===== src/rtl/timer_irq_ctrl_if.sv =====
// timer_irq_ctrl_if -- signal bundle between the timer interrupt controller,
// the timer sources it serves and the CPU that acknowledges interrupts.
//
// Handshake: irq is the request valid, irq_id its payload, and cpu_ack the
// ready. A transfer happens on a rising edge where irq and cpu_ack are both
// high. irq_id holds steady while irq is high, and irq stays high until that
// transfer. cpu_ack is ignored whenever irq is low. src_ack is a one-cycle,
// one-hot pulse that follows each transfer and is returned to the serviced
// timer.
interface timer_irq_ctrl_if #(
    parameter int N_SRC = 4,
    parameter int ID_W  = 2
);
    logic [N_SRC-1:0] src_done;
    logic [N_SRC-1:0] src_ack;
    logic             mask_we;
    logic [N_SRC-1:0] mask_wdata;
    logic [N_SRC-1:0] mask;
    logic             irq;
    logic [ID_W-1:0]  irq_id;
    logic             cpu_ack;

    // The controller side.
    modport slave (
        input  src_done,
        input  mask_we,
        input  mask_wdata,
        input  cpu_ack,
        output src_ack,
        output mask,
        output irq,
        output irq_id
    );

    // The environment side: timers plus the CPU.
    modport master (
        output src_done,
        output mask_we,
        output mask_wdata,
        output cpu_ack,
        input  src_ack,
        input  mask,
        input  irq,
        input  irq_id
    );
endinterface


===== src/rtl/timer_irq_ctrl.sv =====
// timer_irq_ctrl -- collects the sticky done levels of up to N_SRC timers and
// presents one masked, prioritised interrupt request with a source ID to the
// CPU. A CPU acknowledge returns a one-cycle src_ack pulse to the serviced
// timer.
//
// Optional feature macro: TIMER_IRQ_RR_EN
//   defined   : round-robin arbitration. The search starts one past the last
//               granted source and wraps around.
//   undefined : fixed priority, where the lowest index wins. No pointer
//               register exists in this build.
//
// The FSM state is exposed on state_dbg: 0 = IDLE, 1 = ASSERT, 2 = ACK.
module timer_irq_ctrl #(
    parameter int N_SRC = 4,
    parameter int ID_W  = 2
) (
    input  logic                 clk,
    input  logic                 rst_n,
    timer_irq_ctrl_if.slave      bus,
    output logic [1:0]           state_dbg
);

    typedef enum logic [1:0] {
        S_IDLE   = 2'd0,
        S_ASSERT = 2'd1,
        S_ACK    = 2'd2
    } state_t;

    state_t           state;
    logic [N_SRC-1:0] mask_q;
    logic [N_SRC-1:0] pending;
    logic [ID_W-1:0]  sel_id;
    logic [N_SRC-1:0] ack_onehot;
    logic             irq_q;
    logic [ID_W-1:0]  irq_id_q;
    logic [N_SRC-1:0] src_ack_q;

    // Only enabled sources can raise a request. A new mask value is seen here
    // from the cycle after its write edge.
    assign pending = bus.src_done & mask_q;

`ifdef TIMER_IRQ_RR_EN
    // Index where the next search starts (last granted + 1, mod N_SRC).
    logic [ID_W-1:0]    rr_ptr;
    logic [2*N_SRC-1:0] rr_dbl;
    logic [N_SRC-1:0]   rr_rot;
    logic [ID_W-1:0]    rr_off;
    logic [ID_W:0]      rr_sum;
    logic [ID_W:0]      rr_nxt;
    logic [ID_W-1:0]    rr_ptr_next;

    // Rotate pending so the search start sits at bit 0. Then take the lowest
    // set bit, and map that offset back to an absolute source index.
    always_comb begin
        rr_dbl = {pending, pending} >> rr_ptr;
        rr_rot = rr_dbl[N_SRC-1:0];
        rr_off = '0;
        for (int i = N_SRC - 1; i >= 0; i--) begin
            if (rr_rot[i]) begin
                rr_off = ID_W'(i);
            end
        end
        rr_sum = {1'b0, rr_ptr} + {1'b0, rr_off};
        if (rr_sum >= (ID_W + 1)'(N_SRC)) begin
            rr_sum = rr_sum - (ID_W + 1)'(N_SRC);
        end
        sel_id = rr_sum[ID_W-1:0];
    end

    // Pointer value loaded when a grant is made: one past the winner, wrapped.
    always_comb begin
        rr_nxt = {1'b0, sel_id} + 1'b1;
        if (rr_nxt >= (ID_W + 1)'(N_SRC)) begin
            rr_nxt = '0;
        end
        rr_ptr_next = rr_nxt[ID_W-1:0];
    end
`else
    // Fixed priority: scan from the top down so the lowest pending index wins.
    always_comb begin
        sel_id = '0;
        for (int i = N_SRC - 1; i >= 0; i--) begin
            if (pending[i]) begin
                sel_id = ID_W'(i);
            end
        end
    end
`endif

    // Decode the latched request ID into the one-hot pattern for the ack pulse.
    always_comb begin
        ack_onehot = '0;
        for (int i = 0; i < N_SRC; i++) begin
            ack_onehot[i] = (ID_W'(i) == irq_id_q);
        end
    end

    // Mask register. It is writable in any state, resets to all enabled, and
    // never retracts a request that has already been latched.
    always_ff @(posedge clk or negedge rst_n) begin
        if (!rst_n) begin
            mask_q <= '1;
        end else if (bus.mask_we) begin
            mask_q <= bus.mask_wdata;
        end
    end

    // Request/acknowledge FSM with registered irq, irq_id and src_ack. Reset
    // aborts any request without issuing an ack pulse.
    always_ff @(posedge clk or negedge rst_n) begin
        if (!rst_n) begin
            state     <= S_IDLE;
            irq_q     <= 1'b0;
            irq_id_q  <= '0;
            src_ack_q <= '0;
`ifdef TIMER_IRQ_RR_EN
            rr_ptr    <= '0;
`endif
        end else begin
            case (state)
                S_IDLE: begin
                    src_ack_q <= '0;
                    if (pending != '0) begin
                        irq_q    <= 1'b1;
                        irq_id_q <= sel_id;
                        state    <= S_ASSERT;
`ifdef TIMER_IRQ_RR_EN
                        rr_ptr   <= rr_ptr_next;
`endif
                    end
                end
                S_ASSERT: begin
                    // The latched request completes even if its source drops
                    // or gets masked. The ack pulse is harmless to the timer.
                    if (bus.cpu_ack) begin
                        irq_q     <= 1'b0;
                        src_ack_q <= ack_onehot;
                        state     <= S_ACK;
                    end
                end
                S_ACK: begin
                    // The timer clears done on this edge. Pending is looked at
                    // again one cycle later.
                    src_ack_q <= '0;
                    state     <= S_IDLE;
                end
                default: begin
                    irq_q     <= 1'b0;
                    src_ack_q <= '0;
                    state     <= S_IDLE;
                end
            endcase
        end
    end

    assign bus.mask    = mask_q;
    assign bus.irq     = irq_q;
    assign bus.irq_id  = irq_id_q;
    assign bus.src_ack = src_ack_q;
    assign state_dbg   = state;

endmodule


===== src/flat_wrapper.sv =====
// flat-port wrapper written by rule: the top's interface ports become plain ports
module timer_irq_ctrl_flat 
#(
    parameter int N_SRC = 4,
    parameter int ID_W  = 2
)
  (clk, rst_n, state_dbg, bus_src_done, bus_mask_we, bus_mask_wdata, bus_cpu_ack, bus_src_ack, bus_mask, bus_irq, bus_irq_id);
  timer_irq_ctrl_if #(.N_SRC(N_SRC), .ID_W(ID_W)) bus_i ();
  input  logic clk;
  input  logic rst_n;
  output logic [1:0] state_dbg;
  input wire logic [$bits(bus_i.src_done)-1:0] bus_src_done;
  input wire logic [$bits(bus_i.mask_we)-1:0] bus_mask_we;
  input wire logic [$bits(bus_i.mask_wdata)-1:0] bus_mask_wdata;
  input wire logic [$bits(bus_i.cpu_ack)-1:0] bus_cpu_ack;
  output wire logic [$bits(bus_i.src_ack)-1:0] bus_src_ack;
  output wire logic [$bits(bus_i.mask)-1:0] bus_mask;
  output wire logic [$bits(bus_i.irq)-1:0] bus_irq;
  output wire logic [$bits(bus_i.irq_id)-1:0] bus_irq_id;
  assign bus_i.src_done = bus_src_done;
  assign bus_i.mask_we = bus_mask_we;
  assign bus_i.mask_wdata = bus_mask_wdata;
  assign bus_i.cpu_ack = bus_cpu_ack;
  assign bus_src_ack = bus_i.src_ack;
  assign bus_mask = bus_i.mask;
  assign bus_irq = bus_i.irq;
  assign bus_irq_id = bus_i.irq_id;
  timer_irq_ctrl #(.N_SRC(N_SRC), .ID_W(ID_W)) u_core (.clk(clk), .rst_n(rst_n), .bus(bus_i), .state_dbg(state_dbg));
endmodule

===== config.mk =====
export PLATFORM = sky130hd
export DESIGN_NAME = timer_irq_ctrl_flat
export DESIGN_NICKNAME = d
export VERILOG_FILES = /design/src/rtl/timer_irq_ctrl_if.sv /design/src/rtl/timer_irq_ctrl.sv /design/src/flat_wrapper.sv
export SDC_FILE = /design/constraint.sdc
export NUM_CORES = 1
export LEC_CHECK = 0
export ABC_AREA = 1
export CORE_UTILIZATION = 42
export CTS_CLUSTER_DIAMETER = 50
export DETAILED_ROUTE_END_ITERATION = 10
export PLACE_DENSITY = 0.77
export SYNTH_ARGS = -nofsm -noshare
export SYNTH_HDL_FRONTEND = slang
export SYNTH_SLANG_ARGS = --single-unit

===== constraint.sdc =====
create_clock -name clk -period 1.8 [get_ports clk]
set_clock_uncertainty 0.1 [all_clocks]
set_input_delay 0.27 -clock clk [delete_from_list [all_inputs] [get_ports clk]]
set_output_delay 0.27 -clock clk [all_outputs]
set_load 0.03 [all_outputs]

==> results of run 1 <==
## through the flow
| stage | hold WS (ns) | setup WS (ns) | utilization, % | instances | cell area, um^2 |
|---|---|---|---|---|---|
| floorplan | -0.126 | 0.615 | - | 59 | 577 |
| global placement | 0.366 | 0.225 | 70.4 | 97 | 835 |
| detailed placement | 0.368 | 0.220 | 70.4 | 97 | 835 |
| CTS | 0.265 | 0.0429 | 72.0 | 101 | 855 |
| global route | 0.306 | 0.00771 | 72.0 | 101 | 855 |
| finish | 0.255 | 0.0484 | 72.0 | 101 | 855 |
## cells in the final DEF, fill, tap and decap left out
cell and n:
o21ai_1 3, nor2_2 1, o21ai_0 1, nand2_1 14
inv_1 4, dfrtp_1 9, clkbuf_1 1, clkdlybuf4s50_1 19
clkbuf_4 3, a21oi_1 3, mux2_2 4, nand2_2 2
dlygate4sd2_1 5, nor2_4 1, o21ai_2 1, nor2_1 3
dfstp_2 4, inv_2 2, nand3_1 6, nand2_4 1
## synthesized netlist by cell type
cell     instances  area share [%]
nor2_4           1             2.0
o21ai_1          3             2.6
a21oi_1          3             2.6
o21ai_0          1            0.87
nand3_1          6             5.2
dfstp_2          4              18
inv_1            4             2.6
inv_2            2             1.3
o21ai_2          1             1.5
nor2_2           1             1.1
nand2_1         14             9.1
nand2_4          1             2.0
mux2_2           4             7.8
dfrtp_1          9              39
nor2_1           3             2.0
nand2_2          2             2.2
## kinds of logic after synthesis
logic type	count (synthesis)	share of synthesized area, %
AO/OA/AOI/OAI	8	7.59
buffers and inverters	6	3.90
flip-flops	13	57.3
multiplexers	4	7.81
AND/OR/NAND/NOR	28	23.4
## routing by layer
| layer | global-route usage [%] | vias up | routed length, um | share of wire [%] |
|---|---|---|---|---|
| met4 | 5.17 | 0 | 8 | 0.65 |
| met3 | 8.67 | 2 | 52 | 4.2 |
| met5 | 0 | - | 0 | 0 |
| li1 | - | 246 | - | - |
| met1 | 21.4 | 234 | 496 | 40 |
| met2 | 32.9 | 10 | 681 | 55 |
## registers in the layout, summed over array words and instances (netlist names)
register	cells
u_core.bus.src_ack	4
u_core.bus.irq_id	2
u_core.state_dbg	2
u_core.bus.mask	4
u_core.bus.irq	1
## final timing paths
path,start,endpoint,slack (ns),depth (start not counted)
setup / recovery,u_core.bus.irq_id[1]$_DFFE_PN0P_,bus_irq_id[1],0.05,1
hold / removal,rst_n,u_core.bus.irq_id[1]$_DFFE_PN0P_,0.26,1
max in group asynchronous,rst_n,u_core.bus.mask[0]$_DFFE_PN1P_,0.96,1
hold reg to reg,u_core.bus.irq$_DFFE_PN0P_,u_core.bus.irq$_DFFE_PN0P_,0.38,2
min in group clk,u_core.bus.irq$_DFFE_PN0P_,u_core.bus.irq$_DFFE_PN0P_,0.38,2
setup reg to reg,u_core.bus.mask[2]$_DFFE_PN1P_,u_core.bus.irq_id[0]$_DFFE_PN0P_,0.69,5
## power breakdown
| part | switching (W) | internal, W | leakage [nW] | total, W |
|---|---|---|---|---|
| clock | 0.0000846 | 0.0000859 | 0.0150 | 0.000170 |
| combinational | 0.000347 | 0.000233 | 0.240 | 0.000580 |
| sequential | 0.0000730 | 0.000382 | 0.157 | 0.000455 |
| total | 0.000505 | 0.000700 | 0.412 | 0.00120 |
## final cells by class
cell class | instances | area, um^2
inverters | 6 | 22.5
well taps | 14 | 17.5
flip-flops and latches | 13 | 330
repair buffers | 24 | 234
multi-input cells | 40 | 224
fillers | 98 | 332
clock buffers | 4 | 26.3
==> impl_metrics.ini, run 1 <==
[outcome]
status = completed

[synth]
ys_seq_area_share_pct = 57.3
netlist_area_um2 = 577
synth_cell_types = 16
yosysWarnings = 0
syn_nets = 71
synth_cells = 59
yosys_register_bits = 13
synth.avg_cell_area_um2 = 9.78

[clocking]
clock-root-buffer = clkbuf_4
clock_latency_ns = 0.27
cts.sinks = 13
clk_pin_slew_ns = 0.07
cts.path.max_buffers = 2
post_cts_resized = 5
cts_tree = done
htreeDepth = 1
post-cts-setup-buffers = 0
cts_hold_buffers = 0
cts_made_buffers = 3

[sta]
hold_viol = 0
max_freq_mhz = 571
fin_crit_sh_pct = 97.3
tightest_slew_ns = 0.562
slew_violations = 0
setup_viol = 0
max_slew_margin_pct = 62.4
rsz0062_at_grt = no
setup_tns_ns = 0
fin_crit_ns = 1.75

[setup_path]
cp_cell_sequence = clkdlybuf4s50_1
crit_slowest_cell = clkdlybuf4s50_1
max_stage_delay_ns = 0.70
arrival_ns = 1.38
path_buf_inv = 1
end_kind = output port
start_kind = flip-flop
path_max_fanout = 4
crit_required_ns = 1.43
crit_type = reg2out
crit_family = buffers and inverters

[pwr]
p_per_area_nw_per_um2 = 1410
power_w = 0.00120
p_leak_nw = 0.412
ir_drop_v = 0.000816

[drt]
via_per_inst = 4.87
drcViolationCount = 0
totalWireLength_mm = 1.24
vias = 492
antenna_left = 0
drtIter0Drc = 17
dr.pass1.iters = 4
wl_per_cell_um = 12.3

[placement]
io_buffer_count = 24
place_hpwl_um = 992
finalWeightedCongestion = 0.753

[global_route]
grt_pass1_wl_mm = 1.86
grt_max_degree = 14
grt_pass1_vias = 436
antenna_found_initial = 0
gr-usage-all-layers_pct = 19.3
overflow = 0

[die]
ioPinCount = 25
die-width_um = 39.1
fp.coreArea_um2 = 1190
rows = 12
initial_core_util_pct = 48.6
fp.dieH_um = 39.1
die_area_um2 = 1530

[flow_run]
maxCapViolCount = 0

[final_layout]
finalNetCount = 100
antennaDiodeCount = 0
final_layout_size_suffix_gt1_share_pct = 21.8
area_growth_pct = 48.2

[worst_hold_path]
hp-class = in2async
Power figures use the tool's default switching activity.
==> run 2, diff against run 1 <==
--- a/config.mk
+++ b/config.mk
@@ -6,10 +6,10 @@
 export NUM_CORES = 1
 export LEC_CHECK = 0
 export ABC_AREA = 1
-export CORE_UTILIZATION = 42
+export CORE_UTILIZATION = 35
 export CTS_CLUSTER_DIAMETER = 50
 export DETAILED_ROUTE_END_ITERATION = 10
-export PLACE_DENSITY = 0.77
+export PLACE_DENSITY = 0.68
 export SYNTH_ARGS = -nofsm -noshare
 export SYNTH_HDL_FRONTEND = slang
 export SYNTH_SLANG_ARGS = --single-unit
==> constraint.sdc (replaced) <==
create_clock -name clk -period 1.46 [get_ports clk]
set_clock_uncertainty 0.1 [all_clocks]
set_input_delay 0.219 -clock clk [delete_from_list [all_inputs] [get_ports clk]]
set_output_delay 0.219 -clock clk [all_outputs]
set_load 0.03 [all_outputs]
==> run 2 against run 1 <==
Cell area increased by 2.0%. Core utilization down 15 points. Sequential power increased by 16%. Clock-buffer cell count unchanged. Largest cell class unchanged. Clock power rose by 24%. Sequential share of layout area fell by 0.78 points. Power increased by 22%. Combinational power increased by 27%. Non-clock buffer count rose by 4. Final cell count is 5.9% higher. Wire length decreased by 9.0%.
==> impl_metrics.ini, run 2 (synthesis results as in run 1) <==
[outcome]
status = completed

[die]
die-width_um = 42.6
rows = 14
fp.dieH_um = 42.6
ioPinCount = 25
die_area_um2 = 1810
fp.coreArea_um2 = 1520
initial_core_util_pct = 37.8

[sta]
max_slew_margin_pct = 79.3
slew_violations = 0
tightest_slew_ns = 0.312
hold_viol = 0
fin_crit_ns = 1.37
fin_crit_sh_pct = 93.9
rsz0062_at_grt = no
setup_viol = 0
setup_tns_ns = 0
max_freq_mhz = 730

[setup_path]
r2r_cells = 5
reg2reg_to = u_core.bus.irq_id[0]$_DFFE_PN0P_
r2r-start = u_core.state_dbg[0]$_DFFE_PN0P_
crit_slowest_cell = dlygate4sd2_1
arrival_ns = 1.05
path_max_fanout = 4
path_buf_inv = 1
crit_required_ns = 1.14
end_kind = output port
crit_type = reg2out
crit_family = buffers and inverters
start_kind = flip-flop
max_stage_delay_ns = 0.41
r2r_slack_ns = 0.31
cp_cell_sequence = dlygate4sd2_1

[pwr]
power_w = 0.00147
p_per_area_nw_per_um2 = 1690
ir_drop_v = 0.000863
p_leak_nw = 0.453

[clocking]
htreeDepth = 1
cts_hold_buffers = 0
post-cts-setup-buffers = 0
cts_tree = done
clock-root-buffer = clkbuf_4
cts_made_buffers = 3
clk_pin_slew_ns = 0.07
cts.path.max_buffers = 2
clock_latency_ns = 0.27
cts.sinks = 13

[global_route]
grt_max_degree = 14
grt_pass1_vias = 482
gr-usage-all-layers_pct = 15.3
overflow = 0
grt_pass1_wl_mm = 2.01
antenna_found_initial = 0

[final_layout]
finalNetCount = 104
multiInputGateArea_um2 = 224
final_layout_size_suffix_gt1_share_pct = 29.7
layout_commonest_cell = nand2_1
antennaDiodeCount = 0
area_growth_pct = 51.2
final-seq-area_um2 = 330
fillCellCount = 135
final_cell_mix = nand2_1 (14), clkdlybuf4s50_1 (11), dlygate4sd2_1 (9), dfrtp_1 (9), buf_4 (8)

[worst_hold_path]
hp-class = in2async

[drt]
antenna_left = 0
dr.pass1.iters = 4
vias = 508
drtIter0Drc = 7
wl_per_cell_um = 10.5
drcViolationCount = 0
totalWireLength_mm = 1.13
via_per_inst = 4.75

[placement]
place_hpwl_um = 945
io_buffer_count = 24
finalWeightedCongestion = 0.762

[flow_run]
maxCapViolCount = 0
-- run 2: changes by cell type in the layout (fill, tap and decap cells not counted), sizes merged --
cell	delta
clkdlybuf4s50	-8
buf	+8
dlygate4sd2	+4
-- run 2: what timing repair did --
action / in CTS / in global routing
gates resized for setup: 9 / 0
endpoints found under the hold margin: 0 / 0
setup endpoints to repair: 9 / 0
-- run 2: layout make-up --
| cell class | instances | area share, % |
|---|---|---|
| timing repair buffer | 28 | 28.6 |
| tap | 16 | 2.30 |
| inverter | 6 | 2.58 |
| multi-input combinational | 40 | 25.7 |
| clock buffer | 4 | 3.01 |
| sequential | 13 | 37.9 |
-- run 2: worst max-delay path by stage --
stage | depth (start not counted) | to | from
after global routing | 1 | bus_src_ack[0] | u_core.bus.src_ack[0]$_DFFE_PN0P_
after global placement | 1 | bus_irq_id[1] | u_core.bus.irq_id[1]$_DFFE_PN0P_
after CTS | 1 | bus_irq_id[1] | u_core.bus.irq_id[1]$_DFFE_PN0P_
final | 1 | bus_irq_id[1] | u_core.bus.irq_id[1]$_DFFE_PN0P_
after floorplan | 5 | u_core.bus.irq_id[0]$_DFFE_PN0P_ | u_core.bus.mask[1]$_DFFE_PN1P_
after detailed placement | 1 | bus_irq_id[1] | u_core.bus.irq_id[1]$_DFFE_PN0P_
-- run 2: through the flow --
stage          hold slack, ns  setup WS [ns]  std cells  utilization [%]  instance area [um^2]
3_5_place_dp            0.376          0.104        103             56.2                   857
4_1_cts                 0.132         0.0762        107             57.2                   872
3_3_place_gp            0.370          0.111        103             56.2                   857
6_report                0.137         0.0895        107             57.2                   872
2_1_floorplan          -0.177          0.275         59                -                   577
5_1_grt                 0.146         0.0525        107             57.2                   872
-- run 2: metal layers --
| layer | routed length [um] | GRT usage (%) | up-vias |
|---|---|---|---|
| li1 | - | - | 255 |
| met1 | 480 | 18.4 | 242 |
| met2 | 590 | 24.3 | 9 |
| met3 | 37 | 6.47 | 2 |
| met4 | 18 | 5.63 | 0 |
| met5 | 0 | 0 | - |
-- run 2: where the power goes --
| group | internal (W) | switching [W] | leakage [nW] | total, W |
|---|---|---|---|---|
| sequential | 0.000471 | 0.0000569 | 0.157 | 0.000527 |
| clock | 0.000106 | 0.000106 | 0.0150 | 0.000211 |
| combinational | 0.000275 | 0.000459 | 0.281 | 0.000734 |
| total | 0.000851 | 0.000622 | 0.453 | 0.00147 |
==> run 3, diff against run 2 <==
--- a/config.mk
+++ b/config.mk
@@ -6,6 +6,7 @@
 export NUM_CORES = 1
 export LEC_CHECK = 0
 export ABC_AREA = 1
+export CORE_MARGIN = 2
 export CORE_UTILIZATION = 35
 export CTS_CLUSTER_DIAMETER = 50
 export DETAILED_ROUTE_END_ITERATION = 10
==> run 3 against run 2 <==
Combinational power down 2%. Cell area decreased by 1.0%. Critical path depth did not move. Sequential power grew 3%. Final cell count shrank 0.93%. Clock power is 2% higher. Highest routed layer unchanged.
==> impl_metrics.ini, run 3 (synthesis results as in run 1) <==
[sta]
tightest_slew_ns = 0.303
layout_setup_ws_ns = 0.0583
slew_violations = 0
setup_tns_ns = 0
max_slew_margin_pct = 79.9
setup_viol = 0
fin_crit_sh_pct = 96.0
fin_crit_ns = 1.40
hold_viol = 0
rsz0062_at_grt = no
max_freq_mhz = 713

[final_layout]
final_layout_size_suffix_gt1_share_pct = 30.0
finalNetCount = 103
final_cell_mix = nand2_1 (14), clkdlybuf4s50_1 (11), dfrtp_1 (9)
antennaDiodeCount = 0
instances_no_fill = 106
layout_commonest_cell = nand2_1
area_growth_pct = 49.7

[die]
initial_core_util_pct = 37.8
die_area_um2 = 1990
ioPinCount = 25
fp.coreArea_um2 = 1520
fp.dieH_um = 44.6
die-width_um = 44.6
rows = 14

[setup_path]
reg2reg_to = u_core.bus.irq_id[0]$_DFFE_PN0P_
start_kind = flip-flop
r2r-start = u_core.state_dbg[0]$_DFFE_PN0P_
crit_family = buffers and inverters
path_max_fanout = 4
crit_slowest_cell = dlygate4sd2_1
cp_cell_sequence = dlygate4sd2_1
arrival_ns = 1.08
max_stage_delay_ns = 0.42
r2r_slack_ns = 0.29
path_buf_inv = 1
end_kind = output port
crit_required_ns = 1.14
crit_type = reg2out
r2r_cells = 5

[placement]
dp.cells = 102
place_hpwl_um = 919
place_ws_ns = 0.0772
io_buffer_count = 24
finalWeightedCongestion = 0.832

[pwr]
switching_share_pct = 42.8
ir_drop_v = 0.00115
switchingPower_w = 0.000632
combPwrFrac_pct = 48.6
clkPwrFrac_pct = 14.6
p_per_area_nw_per_um2 = 1710
power.internal_w = 0.000843
p_leak_nw = 0.446
seqPwrFrac_pct = 36.8

[drt]
via_per_inst = 4.68
vias = 496
totalWireLength_mm = 1.17
antenna_left = 0
drcViolationCount = 0
drtIter0Drc = 2
wl_per_cell_um = 11.0
dr.pass1.iters = 4

[global_route]
grt_max_degree = 14
gr-usage-all-layers_pct = 15.6
overflow = 0
grt_pass1_vias = 484
antenna_found_initial = 0
grt_pass1_wl_mm = 2.13

[clocking]
cts_hold_buffers = 0
htreeDepth = 1
post_cts_resized = 8
clock_latency_ns = 0.27
cts.path.max_buffers = 2
cts.sinks = 13
clock-root-buffer = clkbuf_4
cts_tree = done
clk_pin_slew_ns = 0.08
post-cts-setup-buffers = 0
cts_made_buffers = 3

[outcome]
status = completed

[flow_run]
maxCapViolCount = 0

[worst_hold_path]
hp-class = in2async
[run 3: cell types whose count changed in the layout (fill, tap and decap cells not counted), sizes merged]
cell / previous run / this run
dlygate4sd2: 9 / 8
[run 3: worst max-delay path by stage]
stage,cells after the start,from,endpoint
detailed placement,1,u_core.bus.irq_id[1]$_DFFE_PN0P_,bus_irq_id[1]
finish,1,u_core.bus.irq_id[1]$_DFFE_PN0P_,bus_irq_id[1]
floorplan,5,u_core.bus.mask[1]$_DFFE_PN1P_,u_core.bus.irq_id[0]$_DFFE_PN0P_
global placement,1,u_core.bus.irq_id[1]$_DFFE_PN0P_,bus_irq_id[1]
global route,1,u_core.bus.irq_id[1]$_DFFE_PN0P_,bus_irq_id[1]
CTS,1,u_core.bus.irq_id[1]$_DFFE_PN0P_,bus_irq_id[1]
[run 3: metrics by stage]
stage               hold slack (ns)  util (%)  area (um^2)  power (W)
finish                        0.133      56.7          863    0.00147
global route                  0.160      56.7          863    0.00159
CTS                           0.134      56.7          863    0.00149
detailed placement            0.378      55.6          847    0.00133
global placement              0.369      55.6          847    0.00132
floorplan                    -0.177         -          577    0.00100
[run 3: layout make-up]
| cell class | count | area, um^2 |
|---|---|---|
| clock buffer | 4 | 26.3 |
| fill | 141 | 661 |
| inverter | 6 | 22.5 |
| multi-input combinational | 40 | 224 |
| sequential | 13 | 330 |
| tap | 16 | 20.0 |
| timing repair buffer | 27 | 240 |
[run 3: power by group through the flow]
| stage | Combinational, W | Sequential [W] | Clock [W] |
|---|---|---|---|
| after floorplan | 0.000236 | 0.000766 | 0 |
| after global placement | 0.000776 | 0.000546 | 0 |
| after detailed placement | 0.000780 | 0.000551 | 0 |
| after CTS | 0.000727 | 0.000541 | 0.000227 |
| after global routing | 0.000789 | 0.000558 | 0.000246 |
| final | 0.000717 | 0.000542 | 0.000215 |
[run 3: routing by layer]
metal	GRT usage, %	share of wire [%]	vias up
li1	-	-	254
met1	18.4	43	231
met2	24.6	51	9
met3	6.12	4.2	2
met4	7.27	1.6	0
met5	0	0	-
